[src/rtl/wb_ps2_tx_pkg.sv]
// Shared types and constants for the PS/2 host-to-device transmitter.
// Register offsets decode wb_adr_i[2]; status bits follow the STATUS layout.
package wb_ps2_tx_pkg;

  typedef enum logic [2:0] {
    ST_IDLE,
    ST_INHIBIT,
    ST_REQ,
    ST_SEND,
    ST_ACK,
    ST_WAITIDLE
  } state_e;

  localparam logic ADR_DATA   = 1'b0;
  localparam logic ADR_STATUS = 1'b1;

  localparam int unsigned STAT_BUSY = 0;
  localparam int unsigned STAT_DONE = 1;
  localparam int unsigned STAT_NACK = 2;
  localparam int unsigned STAT_TMO  = 3;
  localparam int unsigned STAT_OVR  = 4;

  localparam int unsigned FRAME_W = 10;

  typedef struct packed {
    logic [26:0] rsvd;
    logic        ovr;
    logic        tmo;
    logic        nack;
    logic        done;
    logic        busy;
  } status_t;

  // Transmit frame: stop, odd parity, data; shifted out LSB first.
  function automatic logic [FRAME_W-1:0] make_frame(input logic [7:0] data);
    return {1'b1, ~^data, data};
  endfunction

endpackage

[src/rtl/ps2_line_sync.sv]
// Two-flop synchroniser with falling-edge detect for one PS/2 pad.
// Flops reset high so an idle (released) line produces no spurious fall.
module ps2_line_sync (
  input  logic clk,
  input  logic reset,
  input  logic i_line,
  output logic o_sync,
  output logic o_fall_c
);

  logic r_meta;
  logic r_sync;
  logic r_prev;

  always_ff @(posedge clk or negedge reset) begin
    if (!reset) begin
      r_meta <= 1'b1;
      r_sync <= 1'b1;
      r_prev <= 1'b1;
    end else begin
      r_meta <= i_line;
      r_sync <= r_meta;
      r_prev <= r_sync;
    end
  end

  assign o_sync   = r_sync;
  assign o_fall_c = r_prev & ~r_sync;

endmodule

[src/rtl/wb_ps2_tx.sv]
// Wishbone slave sending host-to-device PS/2 command bytes over open-drain OEs.
// Define PS2_TX_TIMEOUT_EN to add a watchdog that aborts a stalled frame (sets tmo).
module wb_ps2_tx
  import wb_ps2_tx_pkg::*;
#(
  parameter int unsigned clk_freq   = 100000000,
  parameter int unsigned inhibit_us = 100,
  parameter int unsigned timeout_ms = 15
) (
  input  logic        clk,
  input  logic        reset,
  input  logic [31:0] wb_adr_i,
  input  logic [31:0] wb_dat_i,
  output logic [31:0] wb_dat_o,
  input  logic [3:0]  wb_sel_i,
  input  logic        wb_stb_i,
  input  logic        wb_cyc_i,
  input  logic        wb_we_i,
  output logic        wb_ack_o,
  input  logic        ps2_clk_i,
  input  logic        ps2_dat_i,
  output logic        ps2_clk_oe,
  output logic        ps2_dat_oe,
  output logic        intr
);

  localparam int unsigned INHIBIT_CYCLES = clk_freq / 1000000 * inhibit_us;
  localparam int unsigned INH_W = (INHIBIT_CYCLES > 1) ? $clog2(INHIBIT_CYCLES) : 1;
  localparam int unsigned TMO_CYCLES = clk_freq / 1000 * timeout_ms;

  logic w_clk_sync;
  logic w_clk_fall;
  logic w_dat_sync;
  logic w_unused_dat_fall;

  ps2_line_sync u_clk_sync (
    .clk      (clk),
    .reset    (reset),
    .i_line   (ps2_clk_i),
    .o_sync   (w_clk_sync),
    .o_fall_c (w_clk_fall)
  );

  ps2_line_sync u_dat_sync (
    .clk      (clk),
    .reset    (reset),
    .i_line   (ps2_dat_i),
    .o_sync   (w_dat_sync),
    .o_fall_c (w_unused_dat_fall)
  );

  state_e               r_state;
  logic [FRAME_W-1:0]   r_frame;
  logic [3:0]           r_bit_cnt;
  logic [INH_W-1:0]     r_inh_cnt;
  logic [7:0]           r_data;
  logic                 r_clk_oe;
  logic                 r_dat_oe;
  logic                 r_done;
  logic                 r_nack;
  logic                 r_ovr;
  logic                 r_intr;
  logic                 r_ack;
  logic [31:0]          r_dat_o;
  logic                 w_tmo;

  logic    w_req;
  logic    w_data_wr;
  logic    w_stat_wr;
  logic    w_busy;
  logic    w_clr_done;
  logic    w_clr_nack;
  logic    w_clr_tmo;
  logic    w_clr_ovr;
  status_t w_status;

  // One access per ack; ack is never asserted on back-to-back cycles.
  assign w_req      = wb_stb_i & wb_cyc_i & ~r_ack;
  assign w_data_wr  = w_req & wb_we_i & (wb_adr_i[2] == ADR_DATA);
  assign w_stat_wr  = w_req & wb_we_i & (wb_adr_i[2] == ADR_STATUS);
  assign w_busy     = (r_state != ST_IDLE);
  assign w_clr_done = w_stat_wr & wb_dat_i[STAT_DONE];
  assign w_clr_nack = w_stat_wr & wb_dat_i[STAT_NACK];
  assign w_clr_tmo  = w_stat_wr & wb_dat_i[STAT_TMO];
  assign w_clr_ovr  = w_stat_wr & wb_dat_i[STAT_OVR];

  always_comb begin
    w_status      = '0;
    w_status.busy = w_busy;
    w_status.done = r_done;
    w_status.nack = r_nack;
    w_status.tmo  = w_tmo;
    w_status.ovr  = r_ovr;
  end

  always_ff @(posedge clk or negedge reset) begin
    if (!reset) begin
      r_ack   <= 1'b0;
      r_dat_o <= '0;
    end else begin
      r_ack <= w_req;
      if (w_req && !wb_we_i) begin
        r_dat_o <= (wb_adr_i[2] == ADR_STATUS) ? w_status : {24'd0, r_data};
      end
    end
  end

`ifdef PS2_TX_TIMEOUT_EN
  localparam int unsigned WDOG_W = (TMO_CYCLES > 1) ? $clog2(TMO_CYCLES) : 1;
  logic              r_tmo;
  logic [WDOG_W-1:0] r_wdog;
  assign w_tmo = r_tmo;
`else
  assign w_tmo = 1'b0;
`endif

  // Transfer FSM and sticky status; a hardware set below overrides a same-cycle clear.
  always_ff @(posedge clk or negedge reset) begin
    if (!reset) begin
      r_state   <= ST_IDLE;
      r_frame   <= '0;
      r_bit_cnt <= '0;
      r_inh_cnt <= '0;
      r_data    <= '0;
      r_clk_oe  <= 1'b0;
      r_dat_oe  <= 1'b0;
      r_done    <= 1'b0;
      r_nack    <= 1'b0;
      r_ovr     <= 1'b0;
      r_intr    <= 1'b0;
`ifdef PS2_TX_TIMEOUT_EN
      r_tmo     <= 1'b0;
      r_wdog    <= '0;
`endif
    end else begin
      r_intr <= r_done;
      if (w_clr_done) r_done <= 1'b0;
      if (w_clr_nack) r_nack <= 1'b0;
      if (w_clr_ovr)  r_ovr  <= 1'b0;
`ifdef PS2_TX_TIMEOUT_EN
      if (w_clr_tmo)  r_tmo  <= 1'b0;
`endif
      if (w_data_wr && w_busy) r_ovr <= 1'b1;

      case (r_state)
        ST_IDLE: begin
          r_clk_oe <= 1'b0;
          r_dat_oe <= 1'b0;
          if (w_data_wr) begin
            r_data    <= wb_dat_i[7:0];
            r_frame   <= make_frame(wb_dat_i[7:0]);
            r_bit_cnt <= '0;
            r_inh_cnt <= '0;
            r_clk_oe  <= 1'b1;
            r_dat_oe  <= (INHIBIT_CYCLES == 1);
            r_state   <= ST_INHIBIT;
          end
        end
        ST_INHIBIT: begin
          r_inh_cnt <= r_inh_cnt + INH_W'(1);
          if (r_inh_cnt == INH_W'(INHIBIT_CYCLES - 2)) r_dat_oe <= 1'b1;
          if (r_inh_cnt == INH_W'(INHIBIT_CYCLES - 1)) begin
            r_clk_oe <= 1'b0;
            r_dat_oe <= 1'b1;
            r_state  <= ST_REQ;
`ifdef PS2_TX_TIMEOUT_EN
            r_wdog   <= '0;
`endif
          end
        end
        ST_REQ: begin
          if (w_clk_fall) begin
            r_dat_oe <= ~r_frame[0];
            r_state  <= ST_SEND;
          end
        end
        ST_SEND: begin
          // bit_cnt is the index of the bit currently on the line.
          if (w_clk_fall) begin
            if (r_bit_cnt == 4'd9) begin
              r_dat_oe <= 1'b0;
              r_state  <= ST_ACK;
            end else begin
              r_frame   <= {1'b0, r_frame[FRAME_W-1:1]};
              r_dat_oe  <= ~r_frame[1];
              r_bit_cnt <= r_bit_cnt + 4'd1;
            end
          end
        end
        ST_ACK: begin
          if (w_clk_fall) begin
            if (w_dat_sync) r_nack <= 1'b1;
            r_state <= ST_WAITIDLE;
          end
        end
        ST_WAITIDLE: begin
          if (w_clk_sync && w_dat_sync) begin
            r_done  <= 1'b1;
            r_state <= ST_IDLE;
          end
        end
        default: begin
          r_clk_oe <= 1'b0;
          r_dat_oe <= 1'b0;
          r_state  <= ST_IDLE;
        end
      endcase

`ifdef PS2_TX_TIMEOUT_EN
      // Watchdog covers everything after the request is released to the device.
      if (r_state inside {ST_REQ, ST_SEND, ST_ACK, ST_WAITIDLE}) begin
        r_wdog <= r_wdog + WDOG_W'(1);
        if (r_wdog == WDOG_W'(TMO_CYCLES - 1)) begin
          r_tmo    <= 1'b1;
          r_done   <= r_done & ~w_clr_done;
          r_clk_oe <= 1'b0;
          r_dat_oe <= 1'b0;
          r_state  <= ST_IDLE;
        end
      end
`endif
    end
  end

  logic w_unused_ok;
  assign w_unused_ok = &{1'b0, wb_sel_i, wb_adr_i[31:3], wb_adr_i[1:0], wb_dat_i[31:8],
                         w_unused_dat_fall, w_clr_tmo, (TMO_CYCLES == 0)};

  assign wb_ack_o   = r_ack;
  assign wb_dat_o   = r_dat_o;
  assign ps2_clk_oe = r_clk_oe;
  assign ps2_dat_oe = r_dat_oe;
  assign intr       = r_intr;

endmodule
[config.mk]
export PLATFORM = sky130hd
export DESIGN_NAME = wb_ps2_tx
export DESIGN_NICKNAME = d
export VERILOG_FILES = /design/src/rtl/wb_ps2_tx_pkg.sv /design/src/rtl/ps2_line_sync.sv /design/src/rtl/wb_ps2_tx.sv
export SDC_FILE = /design/constraint.sdc
export NUM_CORES = 1
export LEC_CHECK = 0
export CAP_MARGIN = 20
export CORE_ASPECT_RATIO = 1.5
export CORE_MARGIN = 8
export CORE_UTILIZATION = 35
export CTS_BUF_LIST = sky130_fd_sc_hd__clkbuf_2
export CTS_CLUSTER_DIAMETER = 60
export CTS_CLUSTER_SIZE = 25
export DETAILED_ROUTE_END_ITERATION = 16
export GPL_TIMING_DRIVEN = 0
export MAX_ROUTING_LAYER = met4
export PLACE_DENSITY = 0.68
export SETUP_SLACK_MARGIN = 0.02
export SLEW_MARGIN = 10
export SYNTH_ARGS = -nofsm -noshare
export SYNTH_HDL_FRONTEND = slang
export SYNTH_SLANG_ARGS = --single-unit
[constraint.sdc]
create_clock -name clk -period 2.1 [get_ports clk]
set_clock_uncertainty 0.2 [all_clocks]
set_input_delay 0.21 -clock clk [delete_from_list [all_inputs] [get_ports clk]]
set_output_delay 0.21 -clock clk [all_outputs]
set_load 0.005 [all_outputs]
# == Word level (Yosys, flattened, before mapping) ==
# Index checks and enable logic that the tools add are counted.
# word_totals
reg_bits,83
input_bits,75
out_inout_bits,36
word_cells,108
# op_classes
n_addsub,2
n_eq_ne,17
n_mux,37
bitwise_logic,16
n_reduce_logical,18
# ops
op,n
$mux 10,3
$eq 14x14->1 const B,2
$pmux 14 s2,1
$mux 3,7
$pmux 10 s2,1
$pmux 3 s6,1
$mux 1,16
$add 14x1->14 const B,1
$mux 14,1
$mux 4,3
$ne 2x2->1 const B,5
$and 1x1->1,9
$mux 8,1
$pmux 4 s2,1
$reduce_and 4->1,2
$reduce_xnor 8->1,1
$not 1->1,7
$reduce_and 7->1,1
$eq 3x2->1 const B,2
$eq 3x3->1 const B,2
$ne 2x1->1 const B,3
$reduce_and 2->1,3
$reduce_bool 2->1,3
$add 4x1->4 const B,1
11 further kinds,13

# == Depth between registers and ports, before layout ==
# depth
ltp_word,9
depth_mapped,8

# == Modules after synthesis ==
# From an unflattened synthesis, not the netlist that was laid out.
# hier_totals
hier_cells,308
area_unflattened_um2,3032.9
# modules_own_cells
mod,instances,cells_each,area_per_inst_um2,seq_area_each_um2
wb_ps2_tx,1,300,2847.7,1351.3
ps2_line_sync,2,4,92.6,78.8

# == Least setup slack after synthesis ==
# OpenSTA, ideal clock, no wires.
# synth_timing
path_type,flip-flop to flip-flop
startpoint,register r_state[1]
endpoint,register r_bit_cnt[2]
setup_ns,0.128
arrival_time_ns,1.765
t_required_ns,1.772
path_slack_ns,0.007
path_stages_with_launch,9
period_less_slack_ns,2.093
path_cell_list,dfrtp_1 buf_6 or3_4 or3_1 buf_6 and2_4 buf_6 o21ai_2 o21ai_1
# synth_via
elab_chain_cells,3
# synth_lines
item,line,source
start: declaration,wb_ps2_tx.sv:52,state_e r_state;
start signal: assignment,wb_ps2_tx.sv:120,r_state <= ST_IDLE;
start signal: assignment,wb_ps2_tx.sv:156,r_state <= ST_INHIBIT;
start signal: assignment,wb_ps2_tx.sv:165,r_state <= ST_REQ;
$eq 3x2->1 / $logic_not 3->1 (equally long branches),wb_ps2_tx.sv:145,case (r_state)
"$ne 2x2->1 (no source line), or another cell as far along",-,
$reduce_and 4->1 (no source line),-,
end signal: assignment,wb_ps2_tx.sv:186,r_bit_cnt <= r_bit_cnt + 4'd1;
end: declaration,wb_ps2_tx.sv:54,logic [3:0] r_bit_cnt;
# Several ways; a longest one is shown, not always the timed one.
# A chain may end at the register's enable or synchronous reset.

# == Worst setup path after layout ==
# layout_timing
startpoint,register r_state[2]
endpoint,register r_bit_cnt[2]
# The elaborated chain is that of the path after synthesis.

==> results.toml <==
[timing]
tns_ns = 0
finalMaxSlewViolations = 0
worstMarginPinSlew_ns = 0.735
slew_headroom_pct = 51.0
setup_ws_ns = 0.0837
timing.final.crit_share_pct = 96.0
hold_viol = 0
fmax_ghz = 0.496
setup_viol = 0
rsz0062_at_grt = "true"
hold-worst-slack_ns = 0.0691
period_minus_slack_ns = 2.02

[min_path]
hold_start = "wb_adr_i[2]"
min_to = "wb_dat_o[2]$_DFFE_PN0P_"
hold_depth = 3
hold_class = "in2reg"

[clocking]
cts_root_buffer = "clkbuf_2"
cts.clk_slew.worst_paths_ns = 0.16
numClockSinks = 59
cts_max_level = 3
cts_made_buffers = 9
cts_buffer_depth = 2
clk_latency_ns = 0.51
cts_tree = "built"

[global_routing]
antenna_found_initial = 0
grt_first_pass_wirelength_um = 10900
grtUsageMet2_pct = 19.8
grt.busiest_layer = "met2"
grt_util_met3_pct = 4.86
grt_max_degree = 60
overflow = 0
grt_pass1_vias = 2319
grtUsageTotal_pct = 11.9
grt_use_met1_pct = 12.4

[critical_path]
worst-r2r-cell-count = 5
rr_startpoint = "r_state[2]$_DFFE_PN0P_"
worst_ep_required_time_ns = 2.29
critPathTopFamily = "simple AND/OR/NAND/NOR gates"
cp_slowest_cell = "dfrtp_1"
crit_path_cell_trace = "or3_4, or3_4, and2_4, o21ai_2, o21ai_1"
worstPathMaxFanout = 6
r2r_setup_slack_ns = 0.08
cp-end-kind = "register"
crit_top_cell = "or3_4"
worstPathArrival_ns = 2.21
start_kind = "register"
r2r_end = "r_bit_cnt[2]$_DFFE_PN0P_"
cp_num_buf_inv = 0
critPathKind = "reg2reg"
cpPeakStageDelay_ns = 0.46

[power]
pwr-share-comb_pct = 23.6
leakagePower_nw = 1.73
intPower_mw = 2.07
switching_share_pct = 31.9
ir_drop_v = 0.000327
power_frac_seq_pct = 53.8
p_total_mw = 3.04
switchingPower_mw = 0.968
p_clk_share_pct = 22.6
power_per_cell_area_nw_per_um2 = 822

[placed_design]
io_buffers = 26
dp_hpwl_um = 4800
place.gp.congestion = 0.782
post-place-ws_ns = -0.429
dp.cells = 487

[synthesis]
yosys_warnings = 0
ys_ff_latch = 59
avgSynthCellArea_um2 = 9.11
netlist_instances = 331
synth_cell_type_count = 47
netlist.area_leader.share_pct = 44.8
ys.flop_type = "dfrtp_1"
yosysTopAreaCell = "dfrtp_1"
synth_area_leaders = "dfrtp_1 (45%), nand2_1 (9.7%), buf_4 (6.0%)"
synth_edf_count = 0
async_flop_share_pct = 100
netlist_area_um2 = 3020
yosysSeqAreaShare_pct = 49.2

[layout]
drive_gt1_share_pct = 17.4
nNetsFinal = 476
area_growth_pct = 22.5
layout_commonest_cell = "nand2_1"
final_cells = 509
antenna_cells = 0
final_cell_mix = "nand2_1 (78), dfrtp_1 (53), buf_4 (32)"

[run_status]
status = "finished clean"

[routing]
routedWlPerCell_um = 13.0
routed_wl_um = 6640
drc_errors = 0
dr.pass1.iters = 4
viasPerCell = 4.78
ant_nets = 0
via_count = 2432
drtIter0Drc = 136

[run]
cap_violations = 0

[die]
rows = 41
ioPinCount = 111
dieWidth_um = 91.8
start_util_pct = 35.8
core_area_um2 = 8410
die_h_um = 130
die-area_um2 = 11900
state kept, by name (all words and copies together), names as in the netlist, 3 cells and up:
name	flops
r_bit_cnt	4
wb_dat_o	8
r_frame	10
r_state	3
r_data	8
r_inh_cnt	14
stage by stage:
step | cell area, um^2 | util [%]
after floorplan | 3100 | -
after global placement | 3500 | 41.6
after detailed placement | 3490 | 41.5
after CTS | 3660 | 43.5
after global routing | 3690 | 43.9
final | 3690 | 43.9
power groups by stage:
stage	combinational, mW	sequential (mW)	clock [mW]
finish	0.718	1.63	0.686
global route	0.833	1.67	0.760
CTS	0.695	1.64	0.709
detailed placement	0.685	1.66	0
global placement	0.658	1.64	0
floorplan	0.436	1.61	0
synthesized netlist by cell type (2+ instances only):
master and count:
nor3_1 3, o21a_1 2, buf_4 24, a21oi_1 4, nor2_1 25, ha_1 4, and3_1 4, a22o_1 2
inv_1 7, a31oi_1 10, o21ai_0 24, nand3_1 16, nand2b_1 2, or3_1 3, dfrtp_1 54, buf_6 4
xor2_1 2, o31ai_1 5, dfstp_2 5, o211ai_1 4, xnor2_1 6, nand3b_1 2, nand2_1 78, nor4_1 3
clkbuf_1 8, mux2i_1 8, nand4_1 2
per-layer routing:
metal | share of wire, % | up-vias
li1 | - | 1217
met1 | 42 | 1134
met2 | 50 | 72
met3 | 6.5 | 9
met4 | 1.2 | 0
met5 | 0 | -
timing repair:
action / 4_1_cts / 5_1_grt
setup endpoints to repair: 30 / 23
setup buffers: 3 / 3
pin swaps: 2 / 0
hold endpoints to repair: 61 / 0
hold buffers: 3 / 0
gates resized for setup: 6 / 8
worst max-delay path by stage:
stage / cells after the start / from / end / slack, ns
global route: 5 / r_state[2]$_DFFE_PN0P_ / r_inh_cnt[12]$_DFFE_PN0P_ / -0.0003
finish: 5 / r_state[2]$_DFFE_PN0P_ / r_bit_cnt[2]$_DFFE_PN0P_ / 0.08
CTS: 7 / r_state[1]$_DFFE_PN0P_ / r_bit_cnt[2]$_DFFE_PN0P_ / 0.02
detailed placement: 6 / wb_we_i / r_inh_cnt[3]$_DFFE_PN0P_ / -0.43
floorplan: 8 / r_state[1]$_DFFE_PN0P_ / r_bit_cnt[2]$_DFFE_PN0P_ / 0.02
global placement: 1 / reset / ps2_clk_oe$_DFFE_PN0P_ / -1.23
cell families (layout without fill, tap and decap cells):
family / count (synthesis) / count (layout) / share of synthesized area [%]
AOI/OAI and AO/OA: 60 / 60 / 12.6
DFF: 59 / 59 / 49.2
buffers and inverters: 45 / 93 / 9.63
muxes: 8 / 8 / 2.66
other: 1 / 24 / 0.124
xor gates and xnor gates: 8 / 8 / 2.32
and+or+nand+nor: 146 / 146 / 21.9
adders and majority gates: 4 / 4 / 1.66
worst reg2reg max path, delay by kind of cell, from the launching register on:
kind             cells  cell delay [ns]
AND/OR/NAND/NOR      3             1.07
AO/OA/AOI/OAI        2             0.18
flip-flops           1             0.46
layout make-up:
| cell class | instances | area [um^2] |
|---|---|---|
| buffer | 35 | 248 |
| clock buffer | 10 | 50.0 |
| clock inverter | 6 | 56.3 |
| fill | 844 | 4720 |
| inverter | 7 | 26.3 |
| multi-input combinational | 250 | 1360 |
| sequential | 59 | 1480 |
| tap | 107 | 134 |
| timing repair buffer | 35 | 333 |
Note: power is estimated with default switching activity, not from simulation.
